--- src/rtl/edge_pkg.sv ---
// Shared definitions for the multi-channel edge detector: the global edge-mode encoding.
package edge_pkg;

  localparam logic [1:0] MODE_OFF  = 2'b00;
  localparam logic [1:0] MODE_RISE = 2'b01;
  localparam logic [1:0] MODE_FALL = 2'b10;
  localparam logic [1:0] MODE_BOTH = 2'b11;

endpackage

--- src/rtl/edge_chan.sv ---
// One detector channel: input synchroniser, previous-sample register, event strobe,
// sticky flag and saturating event counter.
module edge_chan
  import edge_pkg::*;
#(
  parameter int SYNC_STAGES = 2,
  parameter int CNT_W       = 8
) (
  input  logic             clk,
  input  logic             rst_n,
  input  logic             din,
  input  logic             en,
  input  logic [1:0]       mode,
  input  logic             flag_clr,
  input  logic             cnt_clr,
  output logic             pulse,
  output logic             flag,
  output logic [CNT_W-1:0] cnt
);

  logic [SYNC_STAGES-1:0] sync_q, sync_d;
  logic                   prev_q, prev_d;
  logic                   pulse_q, pulse_d;
  logic                   flag_q, flag_d;
  logic [CNT_W-1:0]       cnt_q, cnt_d;
  logic                   s, rise, fall, ev;

  assign s = sync_q[SYNC_STAGES-1];

  always_comb begin
    sync_d = {sync_q[SYNC_STAGES-2:0], din};
    prev_d = s;
    rise   = s & ~prev_q;
    fall   = ~s & prev_q;
    ev     = 1'b0;
    if (en) begin
      case (mode)
        MODE_RISE: ev = rise;
        MODE_FALL: ev = fall;
        MODE_BOTH: ev = rise | fall;
        default:   ev = 1'b0;
      endcase
    end
    pulse_d = ev;
    // A new event beats a simultaneous clear so no event is ever lost.
    flag_d  = ev | (flag_q & ~flag_clr);
    cnt_d   = cnt_q;
    if (ev) begin
      if (cnt_clr)
        cnt_d = CNT_W'(1);
      else if (cnt_q != {CNT_W{1'b1}})
        cnt_d = cnt_q + CNT_W'(1);
    end else if (cnt_clr) begin
      cnt_d = '0;
    end
  end

  always_ff @(posedge clk or negedge rst_n) begin
    if (!rst_n) begin
      sync_q  <= '0;
      prev_q  <= 1'b0;
      pulse_q <= 1'b0;
      flag_q  <= 1'b0;
      cnt_q   <= '0;
    end else begin
      sync_q  <= sync_d;
      prev_q  <= prev_d;
      pulse_q <= pulse_d;
      flag_q  <= flag_d;
      cnt_q   <= cnt_d;
    end
  end

  assign pulse = pulse_q;
  assign flag  = flag_q;
  assign cnt   = cnt_q;

endmodule

--- src/rtl/edge_detect_mc.sv ---
// Multi-channel edge/change detector: WIDTH independent channels sharing a post-reset
// warm-up gate and a registered counter readout mux.
module edge_detect_mc
  import edge_pkg::*;
#(
  parameter int WIDTH       = 8,
  parameter int SYNC_STAGES = 2,
  parameter int CNT_W       = 8,
  parameter int SEL_W       = (WIDTH > 1) ? $clog2(WIDTH) : 1
) (
  input  logic             clk,
  input  logic             rst_n,
  input  logic [WIDTH-1:0] din,
  input  logic [1:0]       mode,
  output logic [WIDTH-1:0] pulse,
  output logic [WIDTH-1:0] flag,
  input  logic [WIDTH-1:0] flag_clr,
  input  logic             cnt_clr,
  input  logic [SEL_W-1:0] cnt_sel,
  output logic [CNT_W-1:0] cnt_out
);

  localparam int WU_MAX = SYNC_STAGES + 1;
  localparam int WU_W   = $clog2(WU_MAX + 1);

  logic [WU_W-1:0]  wu_q, wu_d;
  logic             warm_en;
  logic [CNT_W-1:0] cnt_out_q, cnt_out_d;
  logic [CNT_W-1:0] cnt_w [WIDTH];

  // Events stay masked until the synchroniser and prev registers hold real samples.
  assign warm_en = (wu_q == WU_W'(WU_MAX));

  always_comb begin
    wu_d = warm_en ? wu_q : wu_q + WU_W'(1);
  end

  generate
    for (genvar gi = 0; gi < WIDTH; gi++) begin : g_chan
      edge_chan #(
        .SYNC_STAGES (SYNC_STAGES),
        .CNT_W       (CNT_W)
      ) u_chan (
        .clk      (clk),
        .rst_n    (rst_n),
        .din      (din[gi]),
        .en       (warm_en),
        .mode     (mode),
        .flag_clr (flag_clr[gi]),
        .cnt_clr  (cnt_clr),
        .pulse    (pulse[gi]),
        .flag     (flag[gi]),
        .cnt      (cnt_w[gi])
      );
    end
  endgenerate

  // Selects beyond the last channel read as zero rather than aliasing.
  always_comb begin
    cnt_out_d = '0;
    for (int i = 0; i < WIDTH; i++) begin
      if (32'(cnt_sel) == i)
        cnt_out_d = cnt_w[i];
    end
  end

  always_ff @(posedge clk or negedge rst_n) begin
    if (!rst_n) begin
      wu_q      <= '0;
      cnt_out_q <= '0;
    end else begin
      wu_q      <= wu_d;
      cnt_out_q <= cnt_out_d;
    end
  end

  assign cnt_out = cnt_out_q;

endmodule
--- config.mk ---
export PLATFORM = sky130hd
export DESIGN_NAME = edge_detect_mc
export DESIGN_NICKNAME = d
export VERILOG_FILES = /design/src/rtl/edge_pkg.sv /design/src/rtl/edge_chan.sv /design/src/rtl/edge_detect_mc.sv
export SDC_FILE = /design/constraint.sdc
export NUM_CORES = 1
export LEC_CHECK = 0
export ABC_CLOCK_PERIOD_IN_PS = 5000
export CAP_MARGIN = 20
export CORE_MARGIN = 10
export CORE_UTILIZATION = 55
export CTS_BUF_LIST = sky130_fd_sc_hd__clkbuf_4 sky130_fd_sc_hd__clkbuf_8
export DETAILED_ROUTE_END_ITERATION = 12
export HOLD_SLACK_MARGIN = 0.06
export PLACE_DENSITY = 0.83
export SLEW_MARGIN = 20
export SYNTH_ARGS = -nofsm -noshare
export SYNTH_HDL_FRONTEND = slang
export SYNTH_SLANG_ARGS = --single-unit
--- constraint.sdc ---
create_clock -name clk -period 5 [get_ports clk]
set_clock_uncertainty 0.15 [all_clocks]
set_input_delay 1 -clock clk [delete_from_list [all_inputs] [get_ports clk]]
set_output_delay 1 -clock clk [all_outputs]
set_load 0.005 [all_outputs]
==> qor.txt <==
Status: completed
Clock buffers created by TritonCTS: 17
Synth area leader: dfrtp_1
Worst setup SP type: input pin
Setup CP Type: in -> reg
DRC viols: 0
Total routed wirelength: 14100 um
Worst-margin pin slew: 0.974 ns
Synth Warn #: 0
Synth Register Bits: 114
Die height: 124 um
Starting Density: 0.571
Routed wire per std cell: 18.9 um
Max cap viols: 0
Pre-CTS setup slack: 1.45 ns
Worst R2R Path Depth: 5
Avg Vias per Cell: 6.40
H-tree Lvls: 4
Total grt overflow: 0
DRT antenna net count: 0
FP Rows: 37
IO Pins: 48
Post-Route Setup TNS: 0 ns
Worst rel slew slack: 0.350
Dominant synthesized flop cell: dfrtp_1
Critical path cell sequence: clkdlybuf4s50_1 > or2b_1 > o32a_1 > or4_1 > a21oi_1
Slowest stage delay, CP: 0.79 ns
Die W: 124 um
Ant diodes: 0
Worst Hold Class: reg -> reg
Commonest cells in the netlist: dfrtp_1 (114), inv_1 (43), nand2_1 (38), a21oi_1 (35), nor2_1 (31)
Synthesized netlist cell count: 569
HPWL Detailed: 9610 um
LEAKAGE: 2.84 nW
CP max stage cell: clkdlybuf4s50_1
Clk_lat worst skew: 0.43 ns
Detailed Routing Iterations Pass 1: 5
Seq/Total Area, Yosys: 0.477
Initial antenna violation count: 0
Peak Freq: 0.315 GHz
Setup Viol. Count Final: 0
Port Buffers: 47
WP data arrival: 3.36 ns
Post-Syn Area: 5970 um2
Final nets: 645
Post-CTS Hold Buffers: 0
Largest net degree at the start of global routing: 86
Crit end category: register
Clock Root Buffer: clkbuf_8
Fin. Hold Viols: 0
Max Root-Sink Buffers: 2
Overall Global Routing Usage: 0.180
Post-CTS Repair Setup Buffers: 0
Vias in the first global route: 4742
Post-layout min period: 3.17 ns
Clock tree from TritonCTS: yes
Count leader, synth: dfrtp_1
Worst-path clk slew: 0.08 ns
Multi-input gate area: 2730 um2
Syn nets: 618
Post-synth ARST share: 1.00
Routability Congestion: 0.884
Worst-path maximum fanout: 18
Iter 0 DRT Violations: 581
Core area: 10500 um2
Layout area overhead: 13.0%
RSZ-0062 raised after global routing: false
Setup ws final: 1.83 ns
Top post-synthesis cells by area: dfrtp_1 (48%), mux4_2 (6.0%), ha_1 (5.2%)
FF/Latch Area: 2850 um2
Post-synth cell types: 52
VDD IR-drop max: 197 uV
# fillers: 785
Die area: 15400 um2
Post-CTS sizing: 0
Power Density: 297 nW/um2
Syn avg cell area: 10.5 um2
Worst hold stages: 0
Global-route wire length before repair: 23500 um
Post-synth top area share: 0.477
Fraction of layout cells with a size suffix above 1: 0.110
Tcrit/Tclk final: 0.634
Fin. max-slew vios: 0
Number of synthesized flops with an enable pin: 0
Worst EP required: 5.19 ns
Vias: 4768
Clock sink count: 114
[path summary, 6_finish.rpt]
kind                                                 start                    endpoint  slack (ns)
worst max-delay path                               mode[1]     g_chan[0].u_chan.cnt[4]        1.83
worst min-delay path            g_chan[6].u_chan.sync_q[0]  g_chan[6].u_chan.sync_q[1]        0.20
worst max register to register                     wu_q[0]     g_chan[0].u_chan.cnt[4]        2.29
worst min register to register  g_chan[6].u_chan.sync_q[0]  g_chan[6].u_chan.sync_q[1]        0.20
max in group asynchronous                            rst_n  g_chan[0].u_chan.sync_q[0]        3.37
min in group asynchronous                            rst_n       g_chan[5].u_chan.flag        0.42
[power by group]
group / leakage (nW) / internal [mW] / total (mW) / switching (mW)
Combinational: 1.18 / 0.105 / 0.227 / 0.122
Sequential: 1.48 / 0.966 / 1.01 / 0.0429
Clock: 0.172 / 0.360 / 0.766 / 0.406
Total: 2.84 / 1.43 / 2.00 / 0.571
[kinds of logic after synthesis]
family                     synth area share
AOI/OAI and AO/OA                     0.147
xor gates and xnor gates            0.00147
adders and majority gates            0.0524
buffers and inverters                0.0655
DFF                                   0.477
muxes                                0.0930
and+or+nand+nor                       0.164
[sequential cells by signal, indices dropped and copies added, names as in the netlist]
| signal | count |
|---|---|
| g_chan.u_chan.cnt | 64 |
| g_chan.u_chan.sync_q | 16 |
| cnt_out | 8 |
| g_chan.u_chan.flag | 8 |
| g_chan.u_chan.prev_q | 8 |
| g_chan.u_chan.pulse | 8 |
| wu_q | 2 |
[layout make-up]
| type | count | area share |
|---|---|---|
| Tap cell | 136 | 0.0252 |
| Multi-Input combinational cell | 371 | 0.404 |
| Inverter | 43 | 0.0239 |
| Clock inverter | 14 | 0.0158 |
| Sequential cell | 114 | 0.423 |
| Timing Repair Buffer | 49 | 0.0714 |
| Clock buffer | 18 | 0.0367 |
[worst max-delay path: cells and delay by family]
family,cells,cell delay (ns)
buf+inv,1,0.79
compound gates,2,0.58
simple gates,2,0.98
[metrics by stage]
stage | power, mW | utilization | area (um2) | hold WS, ns | instances
final | 2.00 | 0.645 | 6750 | 0.198 | 745
after floorplan | 1.16 | - | 5970 | 0.181 | 569
after detailed placement | 1.25 | 0.611 | 6390 | 0.185 | 713
after global routing | 2.09 | 0.645 | 6750 | 0.209 | 745
after CTS | 2.01 | 0.645 | 6750 | 0.196 | 745
after global placement | 1.24 | 0.611 | 6390 | 0.183 | 713
[cell usage in the layout, fill, tap and decap left out, drive strengths merged, types with 3 or more instances in the layout]
cell type and count:
a211oi 3, a21oi 35, a311oi 4, a31oi 5
and2 10, and3 4, and4 6, buf 4
clkbuf 18, clkdlybuf4s50 45, clkinv 6, clkinvlp 4
dfrtp 114, ha 25, inv 47, mux2 12
mux2i 6, mux4 16, nand2 38, nand3 22
nand4 15, nor2 31, nor2b 6, nor3 12
nor4 3, o2111ai 3, o21a 3, o21ai 24
o221ai 3, o311ai 5, o31ai 14, o32a 7
o32ai 4, o41ai 6, or2 3, or3 14
or4 13
[routing by layer]
metal	up-vias	wire length (um)	track usage
met5	-	0	0
met4	0	279	0.0654
met3	27	871	0.0412
met2	208	7190	0.303
met1	2370	5740	0.220
li1	2163	-	-
Note: power is estimated with default switching activity, not from simulation.
